File: src/rtl/iram_port_arbiter_pkg.sv
// Shared encodings for the iRAM port arbiter: FSM states, access owners, default widths.
package iram_port_arbiter_pkg;

    localparam int IRAM_ADDR_W = 8;
    localparam int IRAM_DATA_W = 24;

    localparam logic [2:0] ST_IDLE   = 3'd0;
    localparam logic [2:0] ST_WR     = 3'd1;
    localparam logic [2:0] ST_WR_ACK = 3'd2;
    localparam logic [2:0] ST_RD     = 3'd3;
    localparam logic [2:0] ST_RD_CAP = 3'd4;

    typedef enum logic [1:0] {
        OWN_NONE = 2'd0,
        OWN_LD   = 2'd1,
        OWN_CPU  = 2'd2,
        OWN_DBG  = 2'd3
    } owner_t;

endpackage

File: src/rtl/iram_port_arbiter_if.sv
// Requester-side and iRAM-side signals of the iRAM port arbiter.
interface iram_port_arbiter_if
    import iram_port_arbiter_pkg::*;
#(
    parameter int ADDR_W = IRAM_ADDR_W,
    parameter int DATA_W = IRAM_DATA_W
);
    logic              cpu_paused;
    logic              ld_write_enable;
    logic [ADDR_W-1:0] ld_addr;
    logic [DATA_W-1:0] ld_data;
    logic              ld_ack;
    logic              fetch_req;
    logic [ADDR_W-1:0] fetch_addr;
    logic [DATA_W-1:0] fetch_data;
    logic              fetch_valid;
    logic              fetch_stall;
    logic              dbg_rd_req;
    logic [ADDR_W-1:0] dbg_addr;
    logic [DATA_W-1:0] dbg_data;
    logic              dbg_valid;
    logic              ram_en;
    logic              ram_we;
    logic [ADDR_W-1:0] ram_addr;
    logic [DATA_W-1:0] ram_wdata;
    logic [DATA_W-1:0] ram_rdata;

    modport master (
        output cpu_paused, ld_write_enable, ld_addr, ld_data,
        output fetch_req, fetch_addr, dbg_rd_req, dbg_addr, ram_rdata,
        input  ld_ack, fetch_data, fetch_valid, fetch_stall,
        input  dbg_data, dbg_valid, ram_en, ram_we, ram_addr, ram_wdata
    );

    modport slave (
        input  cpu_paused, ld_write_enable, ld_addr, ld_data,
        input  fetch_req, fetch_addr, dbg_rd_req, dbg_addr, ram_rdata,
        output ld_ack, fetch_data, fetch_valid, fetch_stall,
        output dbg_data, dbg_valid, ram_en, ram_we, ram_addr, ram_wdata
    );

endinterface

File: src/rtl/iram_port_arbiter_grant_select.sv
// Eligibility and priority resolve for the three iRAM requesters, plus the debug aging counter.
module iram_grant_select
    import iram_port_arbiter_pkg::*;
#(
    parameter int DBG_MAX_WAIT = 4,
    parameter int WAIT_W       = 3
) (
    input  logic   clk,
    input  logic   rst,
    input  logic   idle,
    input  logic   cpu_paused,
    input  logic   ld_write_enable,
    input  logic   ld_ack,
    input  logic   fetch_req,
    input  logic   fetch_valid,
    input  logic   dbg_rd_req,
    input  logic   dbg_valid,
    output owner_t grant
);

    logic              ld_elig;
    logic              cpu_elig;
    logic              dbg_elig;
    logic              dbg_aged;
    logic [WAIT_W-1:0] age_cnt;

    // A requester still seeing its own ack/valid is mid-deassert and must not be served twice.
    assign ld_elig  = ld_write_enable & ~ld_ack;
    assign cpu_elig = fetch_req & ~fetch_valid & ~cpu_paused;
    assign dbg_elig = dbg_rd_req & ~dbg_valid;
    assign dbg_aged = (age_cnt >= WAIT_W'(DBG_MAX_WAIT));

    always_comb begin
        grant = OWN_NONE;
        if (idle) begin
            if (ld_elig)                    grant = OWN_LD;
            else if (dbg_elig && dbg_aged)  grant = OWN_DBG;
            else if (cpu_elig)              grant = OWN_CPU;
            else if (dbg_elig)              grant = OWN_DBG;
        end
    end

    always_ff @(posedge clk or posedge rst) begin
        if (rst) begin
            age_cnt <= '0;
        end else if (!dbg_rd_req) begin
            age_cnt <= '0;
        end else if (idle && dbg_elig) begin
            if (grant == OWN_DBG)
                age_cnt <= '0;
            else if (age_cnt != {WAIT_W{1'b1}})
                age_cnt <= age_cnt + 1'b1;
        end
    end

endmodule

File: src/rtl/iram_port_arbiter.sv
// Single-port iRAM arbiter: loader writes, CPU fetches and debug reads share one RAM port.
//
// state     | meaning
// IDLE      | no access in flight; arbitrate
// WR        | write strobe on the RAM port
// WR_ACK    | ld_ack pulse, port released
// RD        | read strobe on the RAM port
// RD_CAP    | RAM data arrives; captured into the owner's data register
module iram_port_arbiter
    import iram_port_arbiter_pkg::*;
#(
    parameter int ADDR_W       = IRAM_ADDR_W,
    parameter int DATA_W       = IRAM_DATA_W,
    parameter int DBG_MAX_WAIT = 4,
    parameter int WAIT_W       = 3
) (
    input logic                clk,
    input logic                rst,
    iram_port_arbiter_if.slave bus
);

    logic [2:0]        state;
    owner_t            grant;
    owner_t            rd_owner;
    logic              ld_ack;
    logic              fetch_valid;
    logic              dbg_valid;
    logic [DATA_W-1:0] fetch_data;
    logic [DATA_W-1:0] dbg_data;
    logic              ram_en;
    logic              ram_we;
    logic [ADDR_W-1:0] ram_addr;
    logic [DATA_W-1:0] ram_wdata;

    iram_grant_select #(
        .DBG_MAX_WAIT (DBG_MAX_WAIT),
        .WAIT_W       (WAIT_W)
    ) u_grant (
        .clk             (clk),
        .rst             (rst),
        .idle            (state == ST_IDLE),
        .cpu_paused      (bus.cpu_paused),
        .ld_write_enable (bus.ld_write_enable),
        .ld_ack          (ld_ack),
        .fetch_req       (bus.fetch_req),
        .fetch_valid     (fetch_valid),
        .dbg_rd_req      (bus.dbg_rd_req),
        .dbg_valid       (dbg_valid),
        .grant           (grant)
    );

    always_ff @(posedge clk or posedge rst) begin
        if (rst) begin
            state       <= ST_IDLE;
            rd_owner    <= OWN_NONE;
            ld_ack      <= 1'b0;
            fetch_valid <= 1'b0;
            dbg_valid   <= 1'b0;
            fetch_data  <= '0;
            dbg_data    <= '0;
            ram_en      <= 1'b0;
            ram_we      <= 1'b0;
            ram_addr    <= '0;
            ram_wdata   <= '0;
        end else begin
            ram_en      <= 1'b0;
            ram_we      <= 1'b0;
            ld_ack      <= 1'b0;
            fetch_valid <= 1'b0;
            dbg_valid   <= 1'b0;
            case (state)
                ST_IDLE: begin
                    case (grant)
                        OWN_LD: begin
                            state     <= ST_WR;
                            ram_en    <= 1'b1;
                            ram_we    <= 1'b1;
                            ram_addr  <= bus.ld_addr;
                            ram_wdata <= bus.ld_data;
                        end
                        OWN_CPU: begin
                            state    <= ST_RD;
                            ram_en   <= 1'b1;
                            ram_addr <= bus.fetch_addr;
                            rd_owner <= OWN_CPU;
                        end
                        OWN_DBG: begin
                            state    <= ST_RD;
                            ram_en   <= 1'b1;
                            ram_addr <= bus.dbg_addr;
                            rd_owner <= OWN_DBG;
                        end
                        default: ;
                    endcase
                end
                ST_WR: begin
                    state  <= ST_WR_ACK;
                    ld_ack <= 1'b1;
                end
                ST_WR_ACK: state <= ST_IDLE;
                ST_RD:     state <= ST_RD_CAP;
                ST_RD_CAP: begin
                    state <= ST_IDLE;
                    if (rd_owner == OWN_CPU) begin
                        fetch_data  <= bus.ram_rdata;
                        fetch_valid <= 1'b1;
                    end else begin
                        dbg_data  <= bus.ram_rdata;
                        dbg_valid <= 1'b1;
                    end
                end
                default: state <= ST_IDLE;
            endcase
        end
    end

    assign bus.ld_ack      = ld_ack;
    assign bus.fetch_data  = fetch_data;
    assign bus.fetch_valid = fetch_valid;
    assign bus.fetch_stall = bus.fetch_req & ~fetch_valid;
    assign bus.dbg_data    = dbg_data;
    assign bus.dbg_valid   = dbg_valid;
    assign bus.ram_en      = ram_en;
    assign bus.ram_we      = ram_we;
    assign bus.ram_addr    = ram_addr;
    assign bus.ram_wdata   = ram_wdata;

endmodule
File: src/flat_wrapper.sv
// flat-port wrapper written by rule: the top's interface ports become plain ports
module iram_port_arbiter_flat import iram_port_arbiter_pkg::*;
#(
    parameter int ADDR_W       = IRAM_ADDR_W,
    parameter int DATA_W       = IRAM_DATA_W,
    parameter int DBG_MAX_WAIT = 4,
    parameter int WAIT_W       = 3
)
  (clk, rst, bus_cpu_paused, bus_ld_write_enable, bus_ld_addr, bus_ld_data, bus_fetch_req, bus_fetch_addr, bus_dbg_rd_req, bus_dbg_addr, bus_ram_rdata, bus_ld_ack, bus_fetch_data, bus_fetch_valid, bus_fetch_stall, bus_dbg_data, bus_dbg_valid, bus_ram_en, bus_ram_we, bus_ram_addr, bus_ram_wdata);
  iram_port_arbiter_if #(.ADDR_W(ADDR_W), .DATA_W(DATA_W)) bus_i ();
  input logic clk;
  input logic rst;
  input wire logic [$bits(bus_i.cpu_paused)-1:0] bus_cpu_paused;
  input wire logic [$bits(bus_i.ld_write_enable)-1:0] bus_ld_write_enable;
  input wire logic [$bits(bus_i.ld_addr)-1:0] bus_ld_addr;
  input wire logic [$bits(bus_i.ld_data)-1:0] bus_ld_data;
  input wire logic [$bits(bus_i.fetch_req)-1:0] bus_fetch_req;
  input wire logic [$bits(bus_i.fetch_addr)-1:0] bus_fetch_addr;
  input wire logic [$bits(bus_i.dbg_rd_req)-1:0] bus_dbg_rd_req;
  input wire logic [$bits(bus_i.dbg_addr)-1:0] bus_dbg_addr;
  input wire logic [$bits(bus_i.ram_rdata)-1:0] bus_ram_rdata;
  output wire logic [$bits(bus_i.ld_ack)-1:0] bus_ld_ack;
  output wire logic [$bits(bus_i.fetch_data)-1:0] bus_fetch_data;
  output wire logic [$bits(bus_i.fetch_valid)-1:0] bus_fetch_valid;
  output wire logic [$bits(bus_i.fetch_stall)-1:0] bus_fetch_stall;
  output wire logic [$bits(bus_i.dbg_data)-1:0] bus_dbg_data;
  output wire logic [$bits(bus_i.dbg_valid)-1:0] bus_dbg_valid;
  output wire logic [$bits(bus_i.ram_en)-1:0] bus_ram_en;
  output wire logic [$bits(bus_i.ram_we)-1:0] bus_ram_we;
  output wire logic [$bits(bus_i.ram_addr)-1:0] bus_ram_addr;
  output wire logic [$bits(bus_i.ram_wdata)-1:0] bus_ram_wdata;
  assign bus_i.cpu_paused = bus_cpu_paused;
  assign bus_i.ld_write_enable = bus_ld_write_enable;
  assign bus_i.ld_addr = bus_ld_addr;
  assign bus_i.ld_data = bus_ld_data;
  assign bus_i.fetch_req = bus_fetch_req;
  assign bus_i.fetch_addr = bus_fetch_addr;
  assign bus_i.dbg_rd_req = bus_dbg_rd_req;
  assign bus_i.dbg_addr = bus_dbg_addr;
  assign bus_i.ram_rdata = bus_ram_rdata;
  assign bus_ld_ack = bus_i.ld_ack;
  assign bus_fetch_data = bus_i.fetch_data;
  assign bus_fetch_valid = bus_i.fetch_valid;
  assign bus_fetch_stall = bus_i.fetch_stall;
  assign bus_dbg_data = bus_i.dbg_data;
  assign bus_dbg_valid = bus_i.dbg_valid;
  assign bus_ram_en = bus_i.ram_en;
  assign bus_ram_we = bus_i.ram_we;
  assign bus_ram_addr = bus_i.ram_addr;
  assign bus_ram_wdata = bus_i.ram_wdata;
  iram_port_arbiter #(.ADDR_W(ADDR_W), .DATA_W(DATA_W), .DBG_MAX_WAIT(DBG_MAX_WAIT), .WAIT_W(WAIT_W)) u_core (.clk(clk), .rst(rst), .bus(bus_i));
endmodule
File: config.mk
export PLATFORM = sky130hd
export DESIGN_NAME = iram_port_arbiter_flat
export DESIGN_NICKNAME = d
export VERILOG_FILES = /design/src/rtl/iram_port_arbiter_pkg.sv /design/src/rtl/iram_port_arbiter_if.sv /design/src/rtl/iram_port_arbiter_grant_select.sv /design/src/rtl/iram_port_arbiter.sv /design/src/flat_wrapper.sv
export SDC_FILE = /design/constraint.sdc
export NUM_CORES = 1
export LEC_CHECK = 0
export ABC_AREA = 1
export CORE_MARGIN = 2
export CORE_UTILIZATION = 45
export CTS_CLUSTER_DIAMETER = 50
export CTS_CLUSTER_SIZE = 28
export DETAILED_ROUTE_END_ITERATION = 8
export GPL_TIMING_DRIVEN = 0
export PLACE_DENSITY = 0.94
export SLEW_MARGIN = 20
export SYNTH_ARGS = -nofsm -noshare
export SYNTH_HDL_FRONTEND = slang
export SYNTH_SLANG_ARGS = --single-unit
File: constraint.sdc
create_clock -name clk -period 6.3 [get_ports clk]
set_input_delay 1.26 -clock clk [delete_from_list [all_inputs] [get_ports clk]]
set_output_delay 1.26 -clock clk [all_outputs]
set_load 0.02 [all_outputs]
== After elaboration in Yosys (flattened, before gate mapping) ==
Cells that the tools add are included.

* $add $sub $neg: 1
* Order comparisons: 1
* Equal/unequal tests: 11
* Multiplexer cells: 22
* Bitwise operators: 9
* Reductions and logical operators: 13

{| class="wikitable"
|+ Operators with widths
! kind !! number
|-
| $pmux 8 s3 || 1
|-
| $mux 3 || 4
|-
| $reduce_and 2->1 || 6
|-
| $mux 2 || 5
|-
| $mux 1 || 9
|-
| $pmux 3 s3 || 1
|-
| $eq 2x2->1 const B || 3
|-
| $pmux 3 s2 || 1
|-
| $not 1->1 || 5
|-
| $and 1x1->1 || 4
|-
| $pmux 2 s2 || 1
|-
| $add 3x1->3 const B || 1
|-
| $eq 3x1->1 const B || 1
|-
| $eq 3x2->1 const B || 1
|-
| $eq 3x3->1 const B || 1
|-
| $ge 3x3->1 const B || 1
|-
| $logic_not 3->1 || 1
|-
| $ne 3x1->1 const B || 1
|-
| $ne 3x2->1 const B || 1
|-
| $ne 3x3->1 const B || 1
|-
| $reduce_bool 3->1 || 1
|-
| $reduce_or 3->1 || 1
|-
| $eq 2x1->1 const B || 1
|-
| $logic_and 1x1->1 || 2
|-
| other kinds (3) || 3
|}

* Bits in registers: 93
* Input port bits: 78
* Output and inout port bits: 86
* Logic and storage cells: 69

== Logic depth before layout (Yosys ltp) ==
* Word-level depth: 11
* Depth in mapped cells: 10

== By module ==
From an unflattened synthesis, not the netlist that was laid out.

* Cell total of the unflattened synthesis: 454
* Area, all modules: 3870.0 um^2

{| class="wikitable"
|+ By module, submodules not included
! module !! times used !! cells each !! area each (um^2) !! sequential area each (um^2)
|-
| iram_port_arbiter || 1 || 414 || 3617.2 || 2252.2
|-
| iram_grant_select || 1 || 40 || 252.7 || 75.1
|}

== Least setup slack after synthesis ==
Ideal clock, no wire load.

* Path kind: input to output
* Start point: in bus_fetch_req
* End point: out bus_fetch_stall
* Data arrival time: 1.589 ns
* Setup slack: 3.451 ns
* Stages on the path: 2
* Path buffers: 0
* Path through: inv_1 nor2_1

* Word-level cells in the longest chain between the ends: 1

{| class="wikitable"
|+ RTL lines
! what !! line !! text
|-
| start, declared || flat_wrapper.sv:17 || <nowiki>input wire logic [$bits(bus_i.fetch_req)-1:0] bus_fetch_req;</nowiki>
|-
| $and 1x1->1 || iram_port_arbiter.sv:120 || <nowiki>assign bus.fetch_stall = bus.fetch_req & ~fetch_valid;</nowiki>
|-
| end, declared || flat_wrapper.sv:25 || <nowiki>output wire logic [$bits(bus_i.fetch_stall)-1:0] bus_fetch_stall;</nowiki>
|}

No other way between the ends.

== Worst setup path in the final report ==
Same ends and word-level chain as after synthesis.

==> run summary <==
latest clock arrival within the worst-skew pair = 0.36 ns
CP most frequent cell = clkdlybuf4s50_1
final period utilization = 60.7%
final net count = 693
Post-synth ARST share = 100%
CP endpoint kind = output pin
M1 GR Usage = 25.6%
Power Dens Cells = 496 nW/µm²
Crit-path slowest cell = clkdlybuf4s50_1
syn avg cell area = 8.78 µm²
top cell type's share of synthesized area = 60.5%
post-cts resize count = 0
Ports = 164
hold path startpoint = u_core.state[2]$_DFFE_PP0P_
initial drt markers = 82
CTS Buf Count = 9
status = completed
worst path bufs/invs = 3
synth top area cells = dfrtp_1, nand2_1, inv_1, o21ai_0, nor2_1
height of the die = 96.5 µm
CTS root buf = clkbuf_8
Die Wd = 96.5 µm
CP top delay family = buffers and inverters
GP Congestion = 0.799
CP startpoint kind = input pin
Hold/Removal Path Class = register to register
Sink Count = 93
Synth Cell Area = 3850 µm²
die area = 9300 µm²
Area Overhead vs Synth = 51.1%
worst-margin pin slew = 0.597 ns
Post-synth top cells = nand2_1, dfrtp_1, inv_1, o21ai_0, nor2_1
proportion of layout cells with a drive suffix above 1 = 7.78%
final antenna diode count = 0
Crit path largest cell delay = 0.64 ns
Post-Syn Nets = 518
YS warnings = 0
num rows = 33
Clock Tree Buf Depth = 2
port buffer count = 163
fmax = 0.261 GHz
total overflow reported by the global router = 0
maximum vdd drop = 304 µV
Netlist cell types = 24
Placeable Area = 8260 µm²
RSZ-0062 raised after global routing = no
Final min period = 3.83 ns
Mapped Cells = 438
Most Used Layer, Global Route = met2
Setup Viol. Count Final = 0
met2 GRT Util = 40.3%
EDFF count, synth = 0
Seq cells post-synth = 93
CP Cell Sequence = clkdlybuf4s50_1 > inv_1 > nor2_1 > clkdlybuf4s50_1
Reg clk slew, reported paths = 0.08 ns
Slew HR = 60.2%
first-pass GRT wire length = 16300 µm
initial antenna violation count = 0
dpl hpwl = 7890 µm
critical path class = input pin to output pin
post-synth top area cell = dfrtp_1
CP Data Arrival Time = 2.57 ns
final WL = 10500 µm
final hold violations = 0
routed len/inst = 14.5 µm
DRT antenna net count = 0
Slew Viols, Final = 0
Pleak = 2.89 nW
most numerous cell in the Yosys netlist = nand2_1
DRC viols = 0
Initial Utilization = 46.6%
top_reg_cell synth = dfrtp_1
Via Count = 3450
post-layout util = 70.4%
CTS tree = done
CP Launch Point = bus_fetch_req
sequential share of the synthesized area = 60.5%
number of global-route vias before repair = 3483
H-tree depth = 3
largest net degree at the start of global routing = 48
met3 Resource Use GR = 8.30%
WP data required = 5.04 ns
setup TNS = 0 ns
total of max-cap violations = 0
detailed-router iteration count before antenna repair = 4
number of vias per cell = 4.78
total track usage = 22.8%
Fin Clk Skew = 0.0115 ns
hold buffer count at CTS = 0
# Post-CTS Setup Buffers = 0
FF-to-FF Start = u_core.state[0]$_DFFE_PP0P_
critical path peak fanout = 2
total power = 2.89 mW
[worst paths after layout]
check                                                             to  slack, ns  depth (start not counted)
worst min register to register           u_core.state[2]$_DFFE_PP0P_       0.48                          1
worst max register to register   u_core.bus.dbg_data[12]$_DFFE_PP0P_       4.73                          8
min in group asynchronous       u_core.bus.fetch_data[9]$_DFFE_PP0P_       1.33                          2
worst max-delay path                                 bus_fetch_stall       2.47                          4
max in group asynchronous         u_core.bus.ram_addr[4]$_DFFE_PP0P_       4.33                          3
worst min-delay path                     u_core.state[2]$_DFFE_PP0P_       0.48                          1
[routing by layer]
layer	vias up	routed length [µm]
li1	1681	-
met1	1602	4090
met2	147	5100
met3	20	1140
met4	0	159
met5	-	0
[registers in the layout, summed over array words and instances, names as in the netlist, 2 cells and up]
| name | count |
|---|---|
| u_core.rd_owner | 2 |
| u_core.bus.fetch_data | 24 |
| u_core.bus.dbg_data | 24 |
| u_core.u_grant.age_cnt | 3 |
| u_core.bus.ram_addr | 8 |
| u_core.bus.ram_wdata | 24 |
| u_core.state | 3 |
[worst reg2reg max path, stage by stage, from the launching register on]
cell and delay [ns]:
dfrtp_1 0.41, nor2_2 0.15, nand2_1 0.11, nor2_2 0.12, inv_1 0.08, buf_2 0.19, buf_2 0.21, nand2_1 0.07
o21ai_0 0.10
[cells by family after synthesis]
logic type	Yosys count	synth area share, %
flops	93	60.5
simple gates	212	23.0
fa+ha+maj	2	0.651
compound gates	58	7.55
buf+inv	73	8.26
[stage by stage]
step / hold slack, ns / setup slack [ns] / std cells / cell area (µm²)
after detailed placement: 0.448 / 2.48 / 707 / 5640
after floorplan: 0.422 / 2.62 / 438 / 3850
after global placement: 0.433 / 1.40 / 706 / 5610
final: 0.476 / 2.47 / 722 / 5810
after global routing: 0.507 / 2.43 / 722 / 5810
after CTS: 0.482 / 2.48 / 722 / 5810
[cells in the final DEF (no fill, tap or decap), drive strengths merged, types with 3 or more instances in the layout]
| cell | count |
|---|---|
| a21oi | 9 |
| nor2 | 33 |
| clkbuf | 16 |
| nand4 | 3 |
| o21ai | 49 |
| nand2 | 161 |
| dfrtp | 93 |
| buf | 13 |
| inv | 56 |
| clkdlybuf4s50 | 163 |
| nand3 | 11 |
[report_power, final]
group	total [mW]	switching, mW	internal, mW	leakage, nW
registers	1.03	0.157	0.872	1.10
clock network	0.362	0.208	0.154	0.0820
logic	1.49	0.820	0.673	1.70
[area by class of cell]
class	count	area (µm²)
sequential	93	2330
clock buffer	11	141
fill	598	2440
clock inverter	4	32.5
tap	105	131
buffer	17	106
timing repair buffer	164	1660
inverter	56	214
multi-input combinational	272	1200
No activity file was read; power rests on OpenSTA's default activity.
